**config.mk**
```make
export PLATFORM = sky130hd
export DESIGN_NAME = debug_tx_serializer
export DESIGN_NICKNAME = d
export VERILOG_FILES = /design/src/rtl/debug_tx_serializer.sv
export SDC_FILE = /design/constraint.sdc
export NUM_CORES = 1
export LEC_CHECK = 0
export CAP_MARGIN = 20
export CORE_MARGIN = 3
export CORE_UTILIZATION = 38
export CTS_CLUSTER_DIAMETER = 100
export DETAILED_ROUTE_END_ITERATION = 10
export HOLD_SLACK_MARGIN = 0.06
export PLACE_DENSITY_LB_ADDON = 0.08
export REMOVE_ABC_BUFFERS = 1
export SYNTH_ARGS = -nofsm -noshare
export SYNTH_HDL_FRONTEND = slang
export SYNTH_SLANG_ARGS = --single-unit
export TNS_END_PERCENT = 100
```
**constraint.sdc**
```tcl
create_clock -name i_clock -period 1.9 [get_ports i_clock]
set_input_delay 0.19 -clock i_clock [delete_from_list [all_inputs] [get_ports i_clock]]
set_output_delay 0.19 -clock i_clock [all_outputs]
set_load 0.01 [all_outputs]
```
**src/rtl/debug_tx_serializer.sv**
```systemverilog
// Serialises a DATA_WIDTH debug word into DATA_WIDTH_UART-sized bytes, MSB first,
// handing one byte at a time to a UART transmitter with a per-byte ack timeout.
module debug_tx_serializer #(
  parameter int DATA_WIDTH      = 32,
  parameter int DATA_WIDTH_UART = 8,
  parameter int TIMEOUT_CYCLES  = 65535
) (
  input  logic                       i_clock,
  input  logic                       i_reset,
  input  logic                       i_send,
  input  logic [DATA_WIDTH-1:0]      i_word,
  input  logic                       i_tx_done,
  output logic                       o_tx_signal,
  output logic [DATA_WIDTH_UART-1:0] o_tx_result,
  output logic                       o_busy,
  output logic                       o_done,
  output logic                       o_error,
  output logic [1:0]                 o_state
);

  // DATA_WIDTH must be an integer multiple of DATA_WIDTH_UART.
  localparam int NBYTES = DATA_WIDTH / DATA_WIDTH_UART;
  localparam int BCW    = (NBYTES > 1) ? $clog2(NBYTES) : 1;
  localparam int TCW    = $clog2(TIMEOUT_CYCLES + 1);
  localparam logic [BCW-1:0] LAST_BYTE = BCW'(NBYTES - 1);
  localparam logic [TCW-1:0] TIME_LIM  = TCW'(TIMEOUT_CYCLES - 1);

  typedef enum logic [1:0] {
    IDLE = 2'd0,
    SEND = 2'd1,
    WAIT = 2'd2,
    DONE = 2'd3
  } state_t;

  state_t                       state, next_state;
  logic [DATA_WIDTH-1:0]        shift_q;
  logic [DATA_WIDTH-1:0]        shift_next;
  logic [DATA_WIDTH_UART-1:0]   tx_result_q;
  logic [BCW-1:0]               byte_cnt;
  logic [TCW-1:0]               wait_cnt;
  logic                         error_q;
  logic                         accept;
  logic                         advance;
  logic                         timeout;

  // Handshake: i_send is a one-cycle request honoured only in IDLE (no back-pressure,
  // requests while busy are dropped); o_tx_signal is a one-cycle start strobe and
  // i_tx_done is the transmitter's one-cycle completion, honoured only in WAIT.
  always_ff @(posedge i_clock or negedge i_reset) begin
    if (!i_reset) state <= IDLE;
    else          state <= next_state;
  end

  always_comb begin
    next_state = state;
    accept     = 1'b0;
    advance    = 1'b0;
    timeout    = 1'b0;
    case (state)
      IDLE: if (i_send) begin
        accept     = 1'b1;
        next_state = SEND;
      end
      SEND: next_state = WAIT;
      WAIT: begin
        // A completion on the limit cycle still counts: done wins over timeout.
        if (i_tx_done) begin
          if (byte_cnt == LAST_BYTE) begin
            next_state = DONE;
          end else begin
            advance    = 1'b1;
            next_state = SEND;
          end
        end else if (wait_cnt == TIME_LIM) begin
          timeout    = 1'b1;
          next_state = IDLE;
        end
      end
      DONE:    next_state = IDLE;
      default: next_state = IDLE;
    endcase
  end

  assign shift_next = shift_q << DATA_WIDTH_UART;

  always_ff @(posedge i_clock or negedge i_reset) begin
    if (!i_reset) begin
      shift_q     <= '0;
      tx_result_q <= '0;
      byte_cnt    <= '0;
      wait_cnt    <= '0;
      error_q     <= 1'b0;
    end else begin
      if (accept) begin
        shift_q     <= i_word;
        tx_result_q <= i_word[DATA_WIDTH-1 -: DATA_WIDTH_UART];
        byte_cnt    <= '0;
        error_q     <= 1'b0;
      end
      if (advance) begin
        shift_q     <= shift_next;
        tx_result_q <= shift_next[DATA_WIDTH-1 -: DATA_WIDTH_UART];
        byte_cnt    <= byte_cnt + BCW'(1);
      end
      if (state == SEND) begin
        wait_cnt <= '0;
      end else if (state == WAIT && !i_tx_done && !timeout) begin
        wait_cnt <= wait_cnt + TCW'(1);
      end
      if (timeout) error_q <= 1'b1;
    end
  end

  assign o_tx_signal = (state == SEND);
  assign o_tx_result = tx_result_q;
  assign o_busy      = (state != IDLE);
  assign o_done      = (state == DONE);
  assign o_error     = error_q;
  assign o_state     = state;

endmodule

```
# Word-level counts from Yosys, hierarchy flattened
# Index checks and enable logic that the tools add are counted.
[word_totals] register_bits=53 in_bits=36 out_inout_bits=14 word_cells=48
[classes] add_sub_neg=2 n_eq_ne=7 n_mux=23 reduce_logical=10
[ops] op="$mux W24" count=2
[ops] op="$mux W16" count=2
[ops] op="$add A16 B1 Y16 const B" count=1
[ops] op="$eq A16 B16 Y1 const B" count=1
[ops] op="$mux W8" count=2
[ops] op="$mux W2" count=6
[ops] op="$mux W1" count=10
[ops] op="$pmux W2 S4" count=1
[ops] op="$reduce_bool A2 Y1" count=4
[ops] op="$eq A2 B2 Y1 const B" count=3
[ops] op="$ne A3 B3 Y1 const B" count=1
[ops] op="$add A2 B1 Y2 const B" count=1
[ops] op="$eq A2 B1 Y1 const B" count=1
[ops] op="$logic_and A1 B1 Y1" count=2
[ops] op="$logic_not A1 Y1" count=2
[ops] op="$logic_not A2 Y1" count=1
[ops] op="$ne A2 B2 Y1 const B" count=1
[ops] op="$reduce_and A2 Y1" count=1

# Depth between registers and ports, before layout
[logic_depth] depth_word=8 depth_mapped=7 depth_no_buf=6

# Worst setup path before layout
# Ideal clock, no wire load.
[synth_timing] path_kind="reg2reg" start="reg state[0] (netlist: o_state[0])" end="reg wait_cnt[5]" setup_time_ps=81 arrival_time_ps=1623 required_ps=1819 path_slack_ps=197 path_stages_with_launch=6 path_buffers=1 synth_period_minus_slack_ps=1703 cell_sequence="dfrtp_1 nand4bb_1 or2_0 clkbuf_2 or4_1 a21oi_1"
[synth_via] elab_chain_cells=5 elab_cells_between_ends=8 classes_between="eq/ne (2); mux (2); reduce/logical (4)"
[synth_lines] item="start: declaration" line_no="35" text="state_t state, next_state;"
[synth_lines] item="start signal: assignment" line_no="51" text="else state <= next_state;"
[synth_lines] item="$eq A2 B2 Y1" line_no="59, 107"
[synth_lines] item="$mux W1" line_no="59" text="case (state)"
[synth_lines] item="$logic_not A1 Y1" line_no="107" text="end else if (state == WAIT && !i_tx_done && !timeout) begin"
[synth_lines] item="$logic_and A1 B1 Y1" line_no="107"
[synth_lines] item="$reduce_bool A2 Y1 (no source line)"
[synth_lines] item="end signal: assignment" line_no="108" text="wait_cnt <= wait_cnt + TCW'(1);"
[synth_lines] item="end: declaration" line_no="40" text="logic [TCW-1:0] wait_cnt;"
# Several ways; a longest one is shown, not always the timed one.
# A chain may end at the register's enable or synchronous reset.

# Worst setup path after layout
[layout_timing] start="reg wait_cnt[0]" end="reg state[1] (netlist: o_state[1])"
[layout_via] elab_chain_cells=3
[layout_lines] item="$eq A16 B16 Y1" line_no="74" text="end else if (wait_cnt == TIME_LIM) begin"
[layout_lines] item="$ne A3 B3 Y1 (no source line)"
[layout_lines] item="$reduce_and A2 Y1 (no source line)"
# Every way passes these cells.

==> metrics.txt <==
Hold WC Path Type=primary input to asynchronous set/reset pin; per-cell routed wire length=14.0 um; Synth warnings=0; CP delay by family, top=simple AND/OR/NAND/NOR gates; vias=2197; initial antenna violation count=0; post-route minimum period=1.78 ns; RR Startpoint=wait_cnt[0]; clock buffer depth=2; root buf cell=clkbuf_8; #FFs+latches synth=53; Post-DP HPWL=3.94 mm; Seq/Total Area, Yosys=52.3%; Die ar.=0.00768 mm2; post-synth top area share=52.3%; area of the multi-input gates=0.00116 mm2; Power Dens Cells=1160 mW/mm2; peak supply drop=0.736 mV; Yosys cell types=45; Post-Syn Area=0.00253 mm2; Crit path buffers/inverters=1; Initial Utilization=39.5%; fmax=561 MHz; slowest library cell on the worst path=or4_1; gpl congestion=0.861; layout cells sized above 1=14.3%; number of max-cap violations=0; post-place setup slack=-0.0120 ns; Crit. End Element=flip-flop; RSZ-0062 raised after global routing=no; largest area contributor in the netlist=dfrtp_1; share of flip-flops with an asynchronous set or reset=100%; Vert. Die Dim=87.7 um; # diodes=0; nets@finish=381; total gr overflow=0; io pins=50; largest net degree at the start of global routing=54; Post-Synthesis Cells=271; worst setup margin=0.116 ns; ys flop type=dfrtp_1; Crit Path Max Fanout=5; fin. max-slew vios=0; row count=29; Period Utilization, post-route=93.9%; DR iter-0 viols=165; post-route DRC violation count=0; core area=0.00642 mm2; crit-path cells=inv_1 > ha_2 > nand4_1 > or4_1 > o21ai_0 > nand2_1; setup violators final=0; die width=87.7 um; First-pass DRT Iterations=5; GRT Total Usage=16.2%; worst slew pin tran=0.561 ns; clk_lat worst skew=0.31 ns; first-pass GRT wire length=9.99 mm; fill count=615; port bufs=49; FF/Latch Area=0.00133 mm2; leakage power=0.00158 uW; Crit path required time=2.10 ns; number of buffers created by CTS=5; total wire length=5.90 mm; CP peak stage delay=0.55 ns; Sink Count=53; Setup CP Type=flip-flop to flip-flop; Post-synth EDFFs=0; status=complete, no violations; top post-synthesis cells by area=dfrtp_1 52%, nand2_1 11%, a22oi_1 7.1%; H-tree Lvls=2; Layout area overhead=36.3%; Worst Clk Skew=0.0142 ns; CTS tree=yes; WHS=0.406 ns; Worst Path Arrival=1.98 ns; Hold Vio Cnt, Final=0; CTS clk-pin slew, worst paths=0.10 ns; Slew HR=62.6%; Routed Antenna Nets=0; startpoint class of the critical path=flip-flop; Worst Setup SP=wait_cnt[0]; number of global-route vias before repair=2091; DR vias/cell=5.23; syn avg cell area=9.35 um2
[synth_stat cells (4+ instances only)]
cell type / instances
dfrtp_1: 53
nand3_1: 5
nor2_1: 12
o21ai_0: 5
o31ai_1: 4
a21oi_1: 15
clkbuf_1: 12
a22oi_1: 24
or4_1: 4
nand2_1: 77
nand4_1: 5
nand2b_1: 6
[logic make-up (layout without fill, tap and decap cells)]
group,after synthesis,after routing,synth area share (%)
AOI/OAI and AO/OA,64,64,17.4
adders and majority gates,3,3,1.48
buffers and inverters,18,90,2.81
DFF,53,53,52.3
muxes,4,4,1.63
and+or+nand+nor,129,129,24.3
[worst paths after layout]
kind	to	slack (ns)	cells after the start
min in group i_clock	shift_q[3]	0.41	3
max in group asynchronous	o_state[0]	1.23	3
worst min register to register	o_tx_result[2]	0.48	2
worst max-delay path	o_state[1]	0.12	6
worst max register to register	o_state[1]	0.12	6
worst min-delay path	o_tx_result[4]	0.41	3
[sequential cells by signal, summed over array words and instances (netlist names)]
signal and count:
o_error 1, wait_cnt 16, o_state 2, o_tx_result 8, byte_cnt 2, shift_q 24
[final cells by class]
class / count / area share [%]
Sequential cell: 53 / 38.5
Timing Repair Buffer: 79 / 21.5
Tap cell: 77 / 2.79
Multi-Input combinational cell: 200 / 33.7
Clock buffer: 6 / 2.10
Clock inverter: 2 / 1.12
Inverter: 3 / 0.326
[what timing repair did]
item | in CTS | in global routing
resized for setup | 2 | 4
endpoints found under the setup margin | 2 | 9
hold endpoints to repair | 53 | 0
buffers inserted | 3 | 2
pin swaps | 0 | 1
hold buffers | 1 | 0
[per-stage QoR]
step           util (%)  area, um2  cells  total power (uW)  TNS (ns)
4_1_cts            53.4       3430    418              4050         0
6_report           53.8       3450    420              4010         0
3_5_place_dp       51.1       3280    406              3220   -0.0120
5_1_grt            53.8       3450    420              4320         0
3_3_place_gp       51.1       3280    406              3180         0
2_1_floorplan         -       2470    256              2480    -80.84
[placed cells by master (no fill, tap or decap), types with 3 or more instances in the layout]
cell and n:
nand3_1 5, nand4_1 5, a21oi_1 15, dfrtp_1 51, clkdlybuf4s50_1 46, o31ai_1 4
buf_4 27, mux2i_1 3, o21ai_0 5, nand2_1 77, nor2_1 10, or3_1 3
clkbuf_8 5, a22oi_1 24, nand2b_1 6, or4_1 4
[layer usage]
layer | global-route usage [%] | vias up | wire length, um
met5 | 0 | - | 0
met4 | 3.91 | 0 | 55
met3 | 3.67 | 4 | 267
met2 | 24.2 | 49 | 2630
met1 | 23.9 | 1031 | 2950
li1 | - | 1113 | -
[report_power, final]
group,internal [uW],leakage (uW),total (uW),switching (uW)
sequential,1490,0.000686,1680,191
combinational,782,0.000838,1550,766
clock,396,0.0000554,778,382
total,2670,0.00158,4010,1340
[worst reg2reg max path: stages, from the launching register on]
cell and delay (ns):
dfrtp_1 0.38, inv_1 0.06, ha_2 0.19, nand4_1 0.26, or4_1 0.55, o21ai_0 0.18, nand2_1 0.06
Power figures use the tool's default switching activity.
